## src/rtl/audio_pkg.sv

```systemverilog
// Shared types and sizing helpers for the audio mix path.
// The accumulator width lives here so the engine and any future user agree on it.
package audio_pkg;

  localparam int DEF_NUM_CHANNELS = 8;
  localparam int DEF_SAMPLE_W     = 16;
  localparam int DEF_ADDR_W       = 32;
  localparam int DEF_VOL_W        = 8;
  localparam int GAIN_UNITY       = 1 << (DEF_VOL_W - 1);

  typedef enum logic [2:0] {
    ST_IDLE,
    ST_SCAN,
    ST_ADDR,
    ST_DATA,
    ST_MAC,
    ST_DONE
  } mix_state_t;

  // One sign bit plus headroom for summing every channel at full gain.
  function automatic int acc_width(input int sample_w, input int vol_w, input int num_ch);
    return sample_w + vol_w + $clog2(num_ch) + 1;
  endfunction

endpackage

```

## src/rtl/audio_saturate.sv

```systemverilog
// Arithmetic right shift followed by a clamp to the signed output range.
// Used once per stereo side to turn the wide accumulator into a sample.
module audio_saturate #(
  parameter int IN_W  = 28,
  parameter int OUT_W = 16,
  parameter int SHIFT = 7
) (
  input  logic signed [IN_W-1:0]  acc,
  output logic signed [OUT_W-1:0] sat
);

  localparam logic signed [IN_W-1:0] MAX_V = {{(IN_W-OUT_W+1){1'b0}}, {(OUT_W-1){1'b1}}};
  localparam logic signed [IN_W-1:0] MIN_V = {{(IN_W-OUT_W+1){1'b1}}, {(OUT_W-1){1'b0}}};

  logic signed [IN_W-1:0] shifted;

  assign shifted = acc >>> SHIFT;

  always_comb begin
    sat = shifted[OUT_W-1:0];
    if (shifted > MAX_V) begin
      sat = MAX_V[OUT_W-1:0];
    end else if (shifted < MIN_V) begin
      sat = MIN_V[OUT_W-1:0];
    end
  end

endmodule

```

## src/rtl/audio_mix_engine.sv

```systemverilog
// Per-tick channel walker: fetches one sample per active channel over AXI-Lite,
// applies left/right gain, accumulates, and emits one saturated stereo frame.
module audio_mix_engine
  import audio_pkg::*;
#(
  parameter int NUM_CHANNELS = DEF_NUM_CHANNELS,
  parameter int SAMPLE_W     = DEF_SAMPLE_W,
  parameter int ADDR_W       = DEF_ADDR_W,
  parameter int VOL_W        = DEF_VOL_W
) (
  input  logic                           clk,
  input  logic                           rst,
  input  logic                           sample_tick,
  input  logic [NUM_CHANNELS-1:0]        ch_active,
  input  logic [NUM_CHANNELS*ADDR_W-1:0] ch_addr,
  input  logic [NUM_CHANNELS*VOL_W-1:0]  ch_vol_l,
  input  logic [NUM_CHANNELS*VOL_W-1:0]  ch_vol_r,
  output logic [NUM_CHANNELS-1:0]        ch_advance,
  output logic [ADDR_W-1:0]              m_axil_araddr,
  output logic [2:0]                     m_axil_arprot,
  output logic                           m_axil_arvalid,
  input  logic                           m_axil_arready,
  input  logic [SAMPLE_W-1:0]            m_axil_rdata,
  input  logic [1:0]                     m_axil_rresp,
  input  logic                           m_axil_rvalid,
  output logic                           m_axil_rready,
  output logic signed [SAMPLE_W-1:0]     mix_left,
  output logic signed [SAMPLE_W-1:0]     mix_right,
  output logic                           mix_valid,
  output logic                           busy,
  output logic                           overrun,
  output logic                           rd_error,
  input  logic                           err_clr,
  output mix_state_t                     dbg_state
);

  localparam int ACC_W = acc_width(SAMPLE_W, VOL_W, NUM_CHANNELS);
  localparam int IDX_W = (NUM_CHANNELS > 1) ? $clog2(NUM_CHANNELS) : 1;
  localparam logic [IDX_W-1:0] LAST_IDX = IDX_W'(NUM_CHANNELS - 1);

  mix_state_t                 state, state_nxt;
  logic [IDX_W-1:0]           idx;
  logic                       idx_last;
  logic signed [SAMPLE_W-1:0] sample_q;
  logic signed [ACC_W-1:0]    acc_l, acc_r;
  logic signed [ACC_W-1:0]    samp_ext, vol_l_ext, vol_r_ext, prod_l, prod_r;
  logic signed [SAMPLE_W-1:0] sat_l, sat_r;

  // Handshakes: a transfer happens on the edge where valid and ready are both high.
  // arvalid is high for the whole ADDR state with araddr frozen, so it never drops
  // before arready; rready is high only in DATA, so at most one read is outstanding.
  assign m_axil_arvalid = (state == ST_ADDR);
  assign m_axil_rready  = (state == ST_DATA);
  assign m_axil_arprot  = 3'b000;
  assign busy           = (state != ST_IDLE);
  assign ch_advance     = (state == ST_MAC) ? (NUM_CHANNELS'(1) << idx) : '0;
  assign dbg_state      = state;
  assign idx_last       = (idx == LAST_IDX);

  // Sign-extend the sample and zero-extend the gain so the product is exact.
  assign samp_ext  = {{(ACC_W-SAMPLE_W){sample_q[SAMPLE_W-1]}}, sample_q};
  assign vol_l_ext = ACC_W'(ch_vol_l[idx*VOL_W +: VOL_W]);
  assign vol_r_ext = ACC_W'(ch_vol_r[idx*VOL_W +: VOL_W]);
  assign prod_l    = samp_ext * vol_l_ext;
  assign prod_r    = samp_ext * vol_r_ext;

  always_comb begin
    state_nxt = state;
    case (state)
      ST_IDLE: if (sample_tick) state_nxt = ST_SCAN;
      ST_SCAN: begin
        if (ch_active[idx])  state_nxt = ST_ADDR;
        else if (idx_last)   state_nxt = ST_DONE;
      end
      ST_ADDR: if (m_axil_arready) state_nxt = ST_DATA;
      ST_DATA: if (m_axil_rvalid)  state_nxt = ST_MAC;
      ST_MAC:  state_nxt = idx_last ? ST_DONE : ST_SCAN;
      ST_DONE: state_nxt = ST_IDLE;
      default: state_nxt = ST_IDLE;
    endcase
  end

  always_ff @(posedge clk) begin
    if (rst) begin
      state         <= ST_IDLE;
      idx           <= '0;
      sample_q      <= '0;
      acc_l         <= '0;
      acc_r         <= '0;
      m_axil_araddr <= '0;
      mix_left      <= '0;
      mix_right     <= '0;
      mix_valid     <= 1'b0;
      overrun       <= 1'b0;
      rd_error      <= 1'b0;
    end else begin
      state     <= state_nxt;
      mix_valid <= 1'b0;
      case (state)
        ST_IDLE: begin
          if (sample_tick) begin
            acc_l <= '0;
            acc_r <= '0;
            idx   <= '0;
          end
        end
        ST_SCAN: begin
          if (ch_active[idx])  m_axil_araddr <= ch_addr[idx*ADDR_W +: ADDR_W];
          else if (!idx_last)  idx <= idx + 1'b1;
        end
        ST_DATA: begin
          // A failed read contributes silence so the channel is simply skipped.
          if (m_axil_rvalid) sample_q <= (m_axil_rresp == 2'b00) ? m_axil_rdata : '0;
        end
        ST_MAC: begin
          acc_l <= acc_l + prod_l;
          acc_r <= acc_r + prod_r;
          if (!idx_last) idx <= idx + 1'b1;
        end
        ST_DONE: begin
          mix_left  <= sat_l;
          mix_right <= sat_r;
          mix_valid <= 1'b1;
        end
        default: ;
      endcase
      if (err_clr) begin
        overrun  <= 1'b0;
        rd_error <= 1'b0;
      end
      if (sample_tick && (state != ST_IDLE)) overrun <= 1'b1;
      if ((state == ST_DATA) && m_axil_rvalid && (m_axil_rresp != 2'b00)) rd_error <= 1'b1;
    end
  end

  audio_saturate #(.IN_W(ACC_W), .OUT_W(SAMPLE_W), .SHIFT(VOL_W - 1)) u_sat_l (
    .acc (acc_l),
    .sat (sat_l)
  );

  audio_saturate #(.IN_W(ACC_W), .OUT_W(SAMPLE_W), .SHIFT(VOL_W - 1)) u_sat_r (
    .acc (acc_r),
    .sat (sat_r)
  );

endmodule

```

## config.mk

```make
export PLATFORM = sky130hd
export DESIGN_NAME = audio_mix_engine
export DESIGN_NICKNAME = d
export VERILOG_FILES = /design/src/rtl/audio_pkg.sv /design/src/rtl/audio_saturate.sv /design/src/rtl/audio_mix_engine.sv
export SDC_FILE = /design/constraint.sdc
export NUM_CORES = 1
export LEC_CHECK = 0
export CORE_MARGIN = 8
export CORE_UTILIZATION = 56
export DETAILED_ROUTE_END_ITERATION = 6
export PLACE_DENSITY = 0.9
export SYNTH_ARGS = -nofsm -noshare
export SYNTH_HDL_FRONTEND = slang
export SYNTH_SLANG_ARGS = --single-unit
```

## constraint.sdc

```tcl
create_clock -name clk -period 14.4 [get_ports clk]
set_clock_uncertainty 0.2 [all_clocks]
set_input_delay 1.44 -clock clk [delete_from_list [all_inputs] [get_ports clk]]
set_output_delay 1.44 -clock clk [all_outputs]
set_load 0.05 [all_outputs]
```

# Word-level counts from Yosys, hierarchy flattened
# Index checks and enable logic that the tools add are counted.
# word_totals
reg_bits,145
wordCells,78
# classes
addsub,3
mul,2
magnitude_cmp,5
eq_ne,11
shift,4
mux,26
n_reduce_logical,16
# ops
op,n
256-bit by 9-bit indexed part select with 32-bit output,1
64-bit by 7-bit indexed part select with 8-bit output,2
28-bit one-hot mux with 2 select lines,2
16-bit 2-to-1 mux,5
28-bit by 25-bit adder with 28-bit output,2
16-bit by 9-bit multiplier with 25-bit output,2
"21-bit by 16-bit greater-than comparator with 1-bit output, second input constant",2
"21-bit by 16-bit < comparator with 1-bit output, second input constant",2
28-bit 2-to-1 mux,1
3-bit 2-to-1 mux,9
3-bit one-hot mux with 5 select lines,1
"3-bit equality test, second input constant",3
3-bit one-hot mux with 3 select lines,1
8-bit 2-to-1 mux,1
2-bit nonzero test,4
"1-bit by 3-bit left shift with 8-bit output, first input constant",1
"3-bit by 2-bit equality test with 1-bit output, second input constant",2
"2-bit != test, second input constant",3
2-bit AND reduction,3
3-bit nonzero test,2
1-bit 2-to-1 mux,5
"3-bit by 4-bit < comparator with 1-bit output, second input constant",1
4-bit AND reduction,1
"3-bit by 1-bit adder with 3-bit output, second input constant",1
other kinds (8),10

# Depth between registers and ports, before layout
# Gate-level depths: netlist of the first run.
# logic_depth
depth_word,4
ltp_mapped,28
ltp_nobuf,23

# By module
# Synthesis of the first run repeated with hierarchy kept, for this count alone.
# unflattened
hier_cells,2232
hier_area_um2,19986.7
# by_module_without_submodules
mod,instances,cells_each,area_each_um2,seq_area_each_um2
audio_mix_engine,1,2184,19603.8,2902.8
audio_saturate,2,24,191.4,0.0

# Worst setup path before layout of the first run
# No wires, ideal clock.
# synth_timing
path_type,input -> register
startpoint,input port ch_vol_r[28]
endpoint,register acc_r[27]
setup_ps,114
t_arrival_ps,7076
t_required_ps,14086
setup_slack_ps,7009
stages,21
cell_sequence,mux4_2 > mux2i_1 > clkbuf_1 > nor2b_1 > fa_1 > fa_1 > fa_1 > fa_1 > inv_1 > fa_1 > inv_1 > ha_1 > buf_2 > a21oi_1 > nor2_1 > a2111oi_4 > nand2_1 > a31oi_2 > mux2_1 > a41o_1 > a21bo_1
# synth_via
elab_chain_len,4
# synth_lines
element,line,source
from (decl),audio_mix_engine.sv:17,"input logic [NUM_CHANNELS*VOL_W-1:0] ch_vol_r,"
64-bit by 7-bit indexed part select with 8-bit output,audio_mix_engine.sv:63,assign vol_r_ext = ACC_W'(ch_vol_r[idx*VOL_W +: VOL_W]);
16-bit by 9-bit multiplier with 25-bit output,audio_mix_engine.sv:65,assign prod_r = samp_ext * vol_r_ext;
28-bit by 25-bit adder with 28-bit output,audio_mix_engine.sv:117,acc_r <= acc_r + prod_r;
28-bit one-hot mux with 2 select lines,audio_mix_engine.sv:99,case (state)
to (signal assigned),audio_mix_engine.sv:117,
to (decl),audio_mix_engine.sv:45,"logic signed [ACC_W-1:0] acc_l, acc_r;"
# Every way passes these cells.
# A chain may end at the register's enable or synchronous reset.

# Final worst setup path of the first run
# layout_timing
startpoint,input port ch_vol_r[32]
endpoint,register acc_r[27]
# The elaborated chain is that of the path after synthesis.

==> impl_metrics.env, run 1 <==
export IMPL_outcome="complete, no violations"
export IMPL_maxCapViolCount=0
export IMPL_pin_count_of_the_biggest_net_entering_global_routing=70
export IMPL_ys_types=69
export IMPL_drt_total_wl_um=73740
export IMPL_cts_reportedPaths_clkPinSlew_ns=0.06
export IMPL_detail_route_antenna_nets=0
export IMPL_timing_fmax_mhz=114.2
export IMPL_place_ws_ns=5.300
export IMPL_grt_antenna_before_repair=9
export IMPL_final_setup_viol_count=0
export IMPL_cts_setup_buffers=0
export IMPL_timing_worst_setup_path_type="in -> reg"
export IMPL_drc=0
export IMPL_static_leakage_nw=11.76
export IMPL_clk_insertion_delay_late_ns=0.46
export IMPL_cts_max_level=4
export IMPL_maxSlewViolCount=0
export IMPL_critPathRequiredTime_ns=14.54
export IMPL_synthMuxAreaShare_pct=11.90
export IMPL_final_critical_path_setup_slack_ns=5.640
export IMPL_layout_filler_cells=2420
export IMPL_avgSynthCellArea_um2=8.948
export IMPL_cts_inserted_buffers=17
export IMPL_flow_area_growth_from_synthesis_pct=29.56
export IMPL_tightest_slew_ns=1.194
export IMPL_fp_row_count=68
export IMPL_final_worst_path_period_need_ns=8.760
export IMPL_dp_cells=3052
export IMPL_drt_pass1_iter_count=6
export IMPL_yosys_warnings=0
export IMPL_vias=18120
export IMPL_track_usage_pct=35.78
export IMPL_synth_enable_flop_cells=0
export IMPL_irDropWorstVdd_v=0.00007622
export IMPL_synthXorXnorAreaFrac_pct=1.819
export IMPL_cell_count_of_the_worst_reg_to_reg_path=23
export IMPL_detail_routed_via_count_per_cell=5.864
export IMPL_worst_hold_path_num_cells=2
export IMPL_gp_congestion=1.001
export IMPL_main_combinational_cell_family_by_area_after_synthesis="adder cells"
export IMPL_worst_path_max_fanout=16
export IMPL_initial_utilization_pct=57.00
export IMPL_cts_tree="built"
export IMPL_power_total_mw=1.390
export IMPL_worst_r2r_setup_slack_ns=5.91
export IMPL_syn_inst=2206
export IMPL_fin_tns_setup_ns=0
export IMPL_max_slew_margin_pct=18.85
export IMPL_num_nets_final=3416
export IMPL_detail_route_wl_per_cell_um=23.86
export IMPL_drt_iter0_markers=1597
export IMPL_hpwlAfterDp_um=61020
export IMPL_cp_data_arrival_time_ns=8.90
export IMPL_die_width_um=203.7
export IMPL_first_global_vias=19460
export IMPL_first_pass_grt_wire_length_um=113400
export IMPL_worst_setup_path_start_kind="input pin"
export IMPL_ctsResizeCount=0
export IMPL_finalCritPeriodShare_pct=60.83
export IMPL_die_y_um=203.7
export IMPL_cell_area_after_synthesis_mm2=0.01974
export IMPL_synth_adder_area_share_pct=34.08
export IMPL_clk_root_buffer_cell="clkbuf_16"
export IMPL_synth_ff_latch_count=145
export IMPL_ys_seq_area_share_pct=14.71
export IMPL_setup_repair_after_global_routing_missed_its_margin="false"
export IMPL_whs_ns=0.2647
export IMPL_post_route_cells_drive_above_1_share_pct=6.542
export IMPL_clockBufferDepth=2
export IMPL_die_area_mm2=0.04151
export IMPL_leftover_overflow_at_the_end_of_global_routing=0
export IMPL_core_area_mm2=0.03463
export IMPL_ffs_w_async_s_r_synth_pct=0
export IMPL_clkSinkCount=145
export IMPL_synth_compound_gate_area_share_pct=10.15
export IMPL_portBuffers=496
export IMPL_cts_hold_fix_buffers=0
export IMPL_finalHoldViolCount=0
export IMPL_post_synth_and_or_nand_nor_area_fraction_pct=16.94
export IMPL_worstHoldPathType="reg -> reg"
export IMPL_critical_path_end_type="register"
export IMPL_layout_cells_non_filler=3090
export IMPL_pwr_density_cell_mw_per_mm2=54.35
export IMPL_pin_count=500
export IMPL_ys_flop_type="dfxtp_1"
## routing by layer
| metal | track usage, % | vias up | wire length, um |
|---|---|---|---|
| li1 | - | 7976 | - |
| met1 | 39.40 | 8852 | 25260 |
| met2 | 62.23 | 1072 | 36710 |
| met3 | 10.82 | 212 | 8018 |
| met4 | 17.56 | 8 | 3701 |
| met5 | 0 | - | 58 |
## cells by family (layout without fill, tap and decap cells)
family,count (synthesis),count (layout)
AND/OR/NAND/NOR,696,696
buffers and inverters,523,944
other,1,9
flip-flops,145,145
XOR/XNOR,41,41
multiplexers,112,112
adder cells (fa/ha/maj),384,384
AO/OA/AOI/OAI,304,304
## layout by cell type, fill, tap and decap left out, drive strengths merged, types with 66 or more instances in the layout
cell type,count
a21oi,103
clkdlybuf4s50,495
dfxtp,145
fa,256
ha,128
inv,395
mux4,98
nand2,250
nor2,130
nor2b,139
o21ai,66
## layout make-up
cell class / count / area [um2] / area share [%]
multi-input cells: 1540 / 14830 / 57.98
clock inverters: 13 / 209.0 / 0.8171
repair buffers: 516 / 5112 / 19.99
diodes: 6 / 15.01 / 0.05871
inverters: 396 / 1486 / 5.812
flip-flops and latches: 145 / 2912 / 11.39
clock buffers: 19 / 442.9 / 1.732
well taps: 455 / 569.3 / 2.226
## state kept, by name, indices dropped and copies added, names as in the netlist
name	count
dbg_state	3
sample_q	16
acc_l	28
mix_left	16
rd_error	1
idx	3
m_axil_araddr	32
overrun	1
mix_right	16
acc_r	28
mix_valid	1
## synthesized netlist by cell type (all sizes together) (14+ instances only)
| library cell | number | area [um2] |
|---|---|---|
| buf | 44 | 252.7 |
| o21ai | 66 | 330.3 |
| dfxtp | 145 | 2903 |
| a21o | 27 | 202.7 |
| a22oi | 18 | 135.1 |
| clkbuf | 83 | 311.6 |
| a311oi | 32 | 280.3 |
| nand4 | 14 | 93.84 |
| nor2 | 130 | 490.5 |
| nor3 | 37 | 185.2 |
| nand2 | 250 | 938.4 |
| fa | 256 | 5125 |
| a21oi | 103 | 515.5 |
| nand3 | 31 | 155.2 |
| nand2b | 43 | 269.0 |
| nor2b | 139 | 869.6 |
| and2 | 19 | 118.9 |
| xor2 | 25 | 219.0 |
| xnor2 | 16 | 140.1 |
| mux4 | 98 | 2207 |
| inv | 394 | 1479 |
| ha | 128 | 1602 |
## power breakdown
part	switching, mW	leakage, nW	internal, mW	total [mW]
Clock	0.202	0.310	0.312	0.514
Combinational	0.222	10.3	0.216	0.437
Sequential	0.0226	1.17	0.416	0.439
## metrics by stage
step           utilization, %  cell area, um2
2_1_floorplan               -           19750
3_3_place_gp            71.93           24910
3_5_place_dp            71.93           24910
4_1_cts                 73.81           25560
5_1_grt                 73.84           25570
6_report                73.85           25570
## worst max-delay path: stages
cell,delay (ns)
clkdlybuf4s50_1,0.81
mux4_2,0.36
nand2_1,0.13
nand2_1,0.60
nand2_1,0.27
fa_1,0.80
inv_1,0.13
fa_1,0.53
inv_1,0.13
fa_1,0.51
inv_1,0.05
fa_1,0.47
inv_1,0.05
fa_1,0.47
inv_1,0.04
ha_1,0.36
and4_1,0.29
and2_1,0.21
and3_1,0.20
a31oi_2,0.27
mux2_1,0.38
a41o_1,0.22
a21bo_1,0.18
## final timing paths
check	from	to
worst max-delay path	ch_vol_r[32]	acc_r[27]
worst min-delay path	acc_r[26]	acc_r[26]
worst max register to register	idx[0]	acc_r[27]
worst min register to register	acc_r[26]	acc_r[26]
No activity file was read; power rests on OpenSTA's default activity.
==> inputs of run 2 (changes only) <==
--- a/config.mk
+++ b/config.mk
@@ -6,9 +6,9 @@
 export NUM_CORES = 1
 export LEC_CHECK = 0
 export CORE_MARGIN = 8
-export CORE_UTILIZATION = 56
+export CORE_UTILIZATION = 52
 export DETAILED_ROUTE_END_ITERATION = 6
-export PLACE_DENSITY = 0.9
+export PLACE_DENSITY = 0.84
 export SYNTH_ARGS = -nofsm -noshare
 export SYNTH_HDL_FRONTEND = slang
 export SYNTH_SLANG_ARGS = --single-unit
==> constraint.sdc (replaced) <==
create_clock -name clk -period 8.7 [get_ports clk]
set_clock_uncertainty 0.2 [all_clocks]
set_input_delay 0.87 -clock clk [delete_from_list [all_inputs] [get_ports clk]]
set_output_delay 0.87 -clock clk [all_outputs]
set_load 0.05 [all_outputs]
==> run 2 against run 1 <==
Against the previous run:
- final cell count up 1.8%
- die area rose by 7.1%
- sequential share of layout area about the same
- critical path depth is 1 lower
- largest power group unchanged
- highest routed layer unchanged
==> impl_metrics.env, run 2 (synthesis gave the netlist of run 1 again) <==
export IMPL_outcome="complete, no violations"
export IMPL_first_global_vias=19400
export IMPL_timing_worst_setup_path_type="reg -> reg"
export IMPL_cts_reportedPaths_clkPinSlew_ns=0.07
export IMPL_post_route_cells_drive_above_1_share_pct=6.565
export IMPL_cts_inserted_buffers=17
export IMPL_layout_core_utilization_pct=68.37
export IMPL_layout_filler_cells=2928
export IMPL_cts_setup_buffers=0
export IMPL_place_ws_ns=0.8966
export IMPL_cts_hold_fix_buffers=0
export IMPL_largest_reg_flops=32
export IMPL_multi_input_area_mm2=0.01481
export IMPL_final_critical_path_setup_slack_ns=1.147
export IMPL_grt_antenna_before_repair=3
export IMPL_critical_path_end_type="register"
export IMPL_first_pass_grt_wire_length_um=108000
export IMPL_final_worst_path_period_need_ns=7.553
export IMPL_registers_top_by_ff_count="m_axil_araddr"
export IMPL_static_leakage_nw=11.82
export IMPL_power_total_mw=2.229
export IMPL_whs_ns=0.2676
export IMPL_detail_routed_via_count_per_cell=5.618
export IMPL_tightest_slew_ns=1.086
export IMPL_timing_hold_worst_endpoint="acc_l[24]"
export IMPL_fin_tns_setup_ns=0
export IMPL_clk_root_buffer_cell="clkbuf_16"
export IMPL_max_slew_margin_pct=27.09
export IMPL_initial_utilization_pct=52.65
export IMPL_gp_congestion=1.049
export IMPL_setup_repair_after_global_routing_missed_its_margin="false"
export IMPL_drc=0
export IMPL_core_area_mm2=0.03749
export IMPL_cts_max_level=4
export IMPL_worstHoldPathType="reg -> reg"
export IMPL_die_width_um=210.8
export IMPL_portBuffers=496
export IMPL_maxCapViolCount=0
export IMPL_cell_count_of_the_worst_reg_to_reg_path=22
export IMPL_drt_total_wl_um=67840
export IMPL_drt_pass1_iter_count=6
export IMPL_final_seq_area_mm2=0.002912
export IMPL_cp_data_arrival_time_ns=7.69
export IMPL_antenna_diode_count=0
export IMPL_hpwlAfterDp_um=57570
export IMPL_clockBufferDepth=2
export IMPL_worst_setup_path_start_kind="register"
export IMPL_track_usage_pct=31.13
export IMPL_final_setup_viol_count=0
export IMPL_clk_insertion_delay_late_ns=0.45
export IMPL_die_y_um=210.8
export IMPL_cp_cell_sequence="mux4_2, nand2_1, nand2_1, nand2_1, fa_1, inv_1, fa_1, inv_1, fa_1, inv_1, fa_1, inv_1, fa_1, inv_1, ha_1, and4_1, and2_1, and3_1, a31oi_2, mux2_1, a41o_1, a21bo_1"
export IMPL_crit_reg2reg_capture="acc_r[27]"
export IMPL_ctsResizeCount=0
export IMPL_cts_tree="built"
export IMPL_timing_critical_path_slowest_cell_delay_ns=0.85
export IMPL_die_area_mm2=0.04445
export IMPL_detail_route_wl_per_cell_um=21.56
export IMPL_fp_row_count=71
export IMPL_pin_count_of_the_biggest_net_entering_global_routing=66
export IMPL_worst_hold_path_num_cells=2
export IMPL_finalCritPeriodShare_pct=86.82
export IMPL_critPathRequiredTime_ns=8.83
export IMPL_timing_rr_start="idx[0]"
export IMPL_detail_route_antenna_nets=0
export IMPL_num_nets_final=3422
export IMPL_irDropWorstVdd_v=0.00009185
export IMPL_hold_path_startpoint="acc_l[24]"
export IMPL_critPathSlowestCell="dfxtp_4"
export IMPL_mostFrequentLayoutCells="clkdlybuf4s50_1 (495), inv_1 (394), fa_1 (256)"
export IMPL_pin_count=500
export IMPL_worst_path_max_fanout=41
export IMPL_final_common_cell="clkdlybuf4s50_1"
export IMPL_leftover_overflow_at_the_end_of_global_routing=0
export IMPL_worst_r2r_setup_slack_ns=1.15
export IMPL_drt_iter0_markers=1195
export IMPL_maxSlewViolCount=0
export IMPL_vias=17680
export IMPL_flow_area_growth_from_synthesis_pct=29.84
export IMPL_largest_registers="m_axil_araddr x32, acc_l x28, acc_r x28"
export IMPL_clkSinkCount=145
export IMPL_timing_fmax_mhz=132.4
export IMPL_pwr_density_cell_mw_per_mm2=86.98
export IMPL_finalHoldViolCount=0
## run 2: layout make-up
class / count / share of cell area [%]
clock buffer: 19 / 1.772
clock inverter: 13 / 0.6737
inverter: 396 / 5.800
multi-input combinational: 1540 / 57.78
sequential: 145 / 11.36
tap: 511 / 2.495
timing repair buffer: 522 / 20.12
## run 2: power by group
group,internal [mW],switching (mW)
Sequential,0.689,0.0412
Clock,0.474,0.319
Combinational,0.359,0.348
Total,1.52,0.708
## run 2: metrics by stage
| stage | instances | area, um2 |
|---|---|---|
| final | 3146 | 25630 |
| after global routing | 3146 | 25630 |
| after CTS | 3146 | 25630 |
| after detailed placement | 3114 | 25000 |
| after global placement | 3114 | 25000 |
| after floorplan | 2208 | 19750 |
## run 2: worst max path at each step
stage | end | from | slack (ns)
floorplan | acc_r[27] | ch_vol_r[28] | 1.88
CTS | acc_r[27] | idx[0] | 1.17
finish | acc_r[27] | idx[0] | 1.15
detailed placement | acc_r[27] | ch_vol_r[16] | 0.90
global placement | acc_r[27] | ch_vol_r[8] | 0.99
global route | acc_r[27] | idx[0] | 0.77
## run 2: critical path: cells and delay by family, from the launching register on
kind,cells,cell delay [ns]
AO/OA/AOI/OAI,3,0.66
adder cells (fa/ha/maj),6,3.09
buffers and inverters,5,0.36
flip-flops,1,0.85
multiplexers,2,0.77
AND/OR/NAND/NOR,6,1.46
## run 2: routing by layer
metal	up-vias	routed length, um	GRT usage, %
li1	7987	-	-
met1	8656	25090	36.33
met2	877	33310	53.96
met3	153	6358	7.760
met4	2	3064	13.42
met5	-	9	0
==> inputs of run 3 (changes only) <==
--- a/config.mk
+++ b/config.mk
@@ -6,9 +6,10 @@
 export NUM_CORES = 1
 export LEC_CHECK = 0
 export CORE_MARGIN = 8
-export CORE_UTILIZATION = 52
+export CORE_UTILIZATION = 56
 export DETAILED_ROUTE_END_ITERATION = 6
-export PLACE_DENSITY = 0.84
+export GPL_TIMING_DRIVEN = 1
+export PLACE_DENSITY = 0.9
 export SYNTH_ARGS = -nofsm -noshare
 export SYNTH_HDL_FRONTEND = slang
 export SYNTH_SLANG_ARGS = --single-unit
==> constraint.sdc (replaced) <==
create_clock -name clk -period 9.25 [get_ports clk]
set_clock_uncertainty 0.2 [all_clocks]
set_input_delay 0.925 -clock clk [delete_from_list [all_inputs] [get_ports clk]]
set_output_delay 0.925 -clock clk [all_outputs]
set_load 0.05 [all_outputs]
==> run 3 against run 2 <==
Against the previous run:
- clock-buffer cell count unchanged
- global-route usage grew 3.8 points
- combinational power fell by 4.2%
- sequential power down 5.9%
- design area shrank 0.35%
- final cell count is 1.8% lower
- sequential cell count unchanged
- clock power down 7.4%
- critical endpoint unchanged
==> impl_metrics.env, run 3 (synthesis gave the netlist of run 1 again) <==
export IMPL_num_nets_final=3422
export IMPL_irDropWorstVdd_v=0.0001204
export IMPL_cts_max_level=4
export IMPL_registers_top_by_ff_count="m_axil_araddr"
export IMPL_worstHoldPathType="reg -> reg"
export IMPL_core_area_mm2=0.03463
export IMPL_clk_insertion_delay_late_ns=0.45
export IMPL_worst_setup_path_start_kind="register"
export IMPL_cp_data_arrival_time_ns=7.83
export IMPL_worst_path_max_fanout=46
export IMPL_clk_root_buffer_cell="clkbuf_16"
export IMPL_first_pass_grt_wire_length_um=111800
export IMPL_leftover_overflow_at_the_end_of_global_routing=0
export IMPL_detail_route_antenna_nets=0
export IMPL_hpwlAfterDp_um=60540
export IMPL_die_width_um=203.7
export IMPL_pin_count=500
export IMPL_tightest_slew_ns=1.041
export IMPL_power_total_mw=2.097
export IMPL_layout_filler_cells=2452
export IMPL_detailed_place_area_mm2=0.02494
export IMPL_die_y_um=203.7
export IMPL_drt_pass1_iter_count=6
export IMPL_post_route_cells_drive_above_1_share_pct=6.535
export IMPL_mostFrequentLayoutCells="clkdlybuf4s50_1 (495), inv_1 (394), fa_1 (256)"
export IMPL_setup_repair_after_global_routing_missed_its_margin="false"
export IMPL_detail_route_wl_per_cell_um=23.31
export IMPL_gp_congestion=1.031
export IMPL_max_slew_margin_pct=30.36
export IMPL_place_ws_ns=1.255
export IMPL_initial_utilization_pct=57.00
export IMPL_timing_worst_setup_path_type="reg -> reg"
export IMPL_layout_core_utilization_pct=73.75
export IMPL_fp_row_count=68
export IMPL_critical_path_end_type="register"
export IMPL_drt_total_wl_um=71990
export IMPL_layout_cell_area_non_filler_mm2=0.02554
export IMPL_finalHoldViolCount=0
export IMPL_pin_count_of_the_biggest_net_entering_global_routing=66
export IMPL_portBuffers=496
export IMPL_final_critical_path_setup_slack_ns=1.612
export IMPL_cts_reportedPaths_clkPinSlew_ns=0.06
export IMPL_track_usage_pct=34.93
export IMPL_cts_inserted_buffers=17
export IMPL_detail_routed_via_count_per_cell=5.781
export IMPL_first_global_vias=19190
export IMPL_drt_iter0_markers=1375
export IMPL_static_leakage_nw=11.81
export IMPL_final_worst_path_period_need_ns=7.638
export IMPL_maxSlewViolCount=0
export IMPL_vias=17860
export IMPL_fin_tns_setup_ns=0
export IMPL_grt_antenna_before_repair=5
export IMPL_final_setup_viol_count=0
export IMPL_drc=0
export IMPL_timing_fmax_mhz=130.9
export IMPL_largest_registers="m_axil_araddr x32, acc_l x28, acc_r x28"
export IMPL_outcome="complete, no violations"
export IMPL_maxCapViolCount=0
export IMPL_ctsResizeCount=0
export IMPL_flow_area_growth_from_synthesis_pct=29.39
export IMPL_critPathRequiredTime_ns=9.44
export IMPL_cts_hold_fix_buffers=0
export IMPL_largest_reg_flops=32
export IMPL_cts_tree="built"
export IMPL_die_area_mm2=0.04151
export IMPL_clockBufferDepth=2
export IMPL_cts_setup_buffers=0
export IMPL_pwr_density_cell_mw_per_mm2=82.11
export IMPL_clkSinkCount=145
export IMPL_finalCritPeriodShare_pct=82.57
export IMPL_final_common_cell="clkdlybuf4s50_1"
[run 3: changes by cell type in the layout (fill, tap and decap cells not counted)]
cell | previous run | this run
clkbuf_1 | 1 | 0
clkbuf_8 | 0 | 1
clkinv_2 | 1 | 4
clkinv_4 | 3 | 2
diode_2 | 0 | 2
inv_6 | 5 | 0
nand2b_1 | 43 | 42
nand2b_2 | 0 | 1
[run 3: through the flow]
step           hold slack, ns  std cells
6_report               0.2682       3089
5_1_grt                0.2985       3089
4_1_cts                0.2701       3087
3_5_place_dp           0.2610       3058
3_3_place_gp           0.2500       3058
2_1_floorplan          0.2388       2208
[run 3: metal layers]
layer / global-route usage [%] / part of all wire [%] / routed length (um) / vias up
li1: - / - / - / 7985
met1: 41.29 / 37 / 26650 / 8820
met2: 60.60 / 50 / 35780 / 917
met3: 8.934 / 9.7 / 6954 / 133
met4: 12.85 / 3.6 / 2577 / 4
met5: 0 / 0.046 / 33 / -
[run 3: path summary, 6_finish.rpt]
check | start | to | slack (ns) | cells past startpoint
setup / recovery | idx[2] | acc_r[27] | 1.61 | 23
hold / removal | acc_r[24] | acc_r[24] | 0.27 | 2
setup reg to reg | idx[2] | acc_r[27] | 1.61 | 23
hold reg to reg | acc_r[24] | acc_r[24] | 0.27 | 2
[run 3: worst max-delay path, cell delays in order (launching register included)]
cell	delay, ns
dfxtp_4	0.78
clkinv_1	0.48
buf_4	0.36
nand2_1	0.10
nand2_1	0.41
nand2_1	0.29
fa_1	0.36
inv_1	0.11
fa_1	0.55
inv_1	0.11
fa_1	0.51
inv_1	0.05
fa_1	0.48
inv_1	0.05
fa_1	0.47
inv_1	0.04
ha_1	0.38
and4_1	0.30
and2_1	0.20
and3_1	0.19
a31oi_2	0.28
mux2_1	0.37
a311o_1	0.29
a21bo_1	0.19
[run 3: area by class of cell]
class | count | area [um2] | area share (%)
timing repair buffer | 522 | 5157 | 20.19
inverter | 396 | 1486 | 5.820
sequential | 145 | 2912 | 11.40
antenna | 2 | 5.005 | 0.01960
multi-input combinational | 1540 | 14810 | 57.99
clock buffer | 19 | 464.2 | 1.818
tap | 455 | 569.3 | 2.229
clock inverter | 10 | 135.1 | 0.5291
[run 3: power by group]
group | total, mW | internal (mW) | switching [mW]
combinational | 0.677 | 0.338 | 0.340
clock | 0.733 | 0.441 | 0.292
sequential | 0.687 | 0.648 | 0.0387
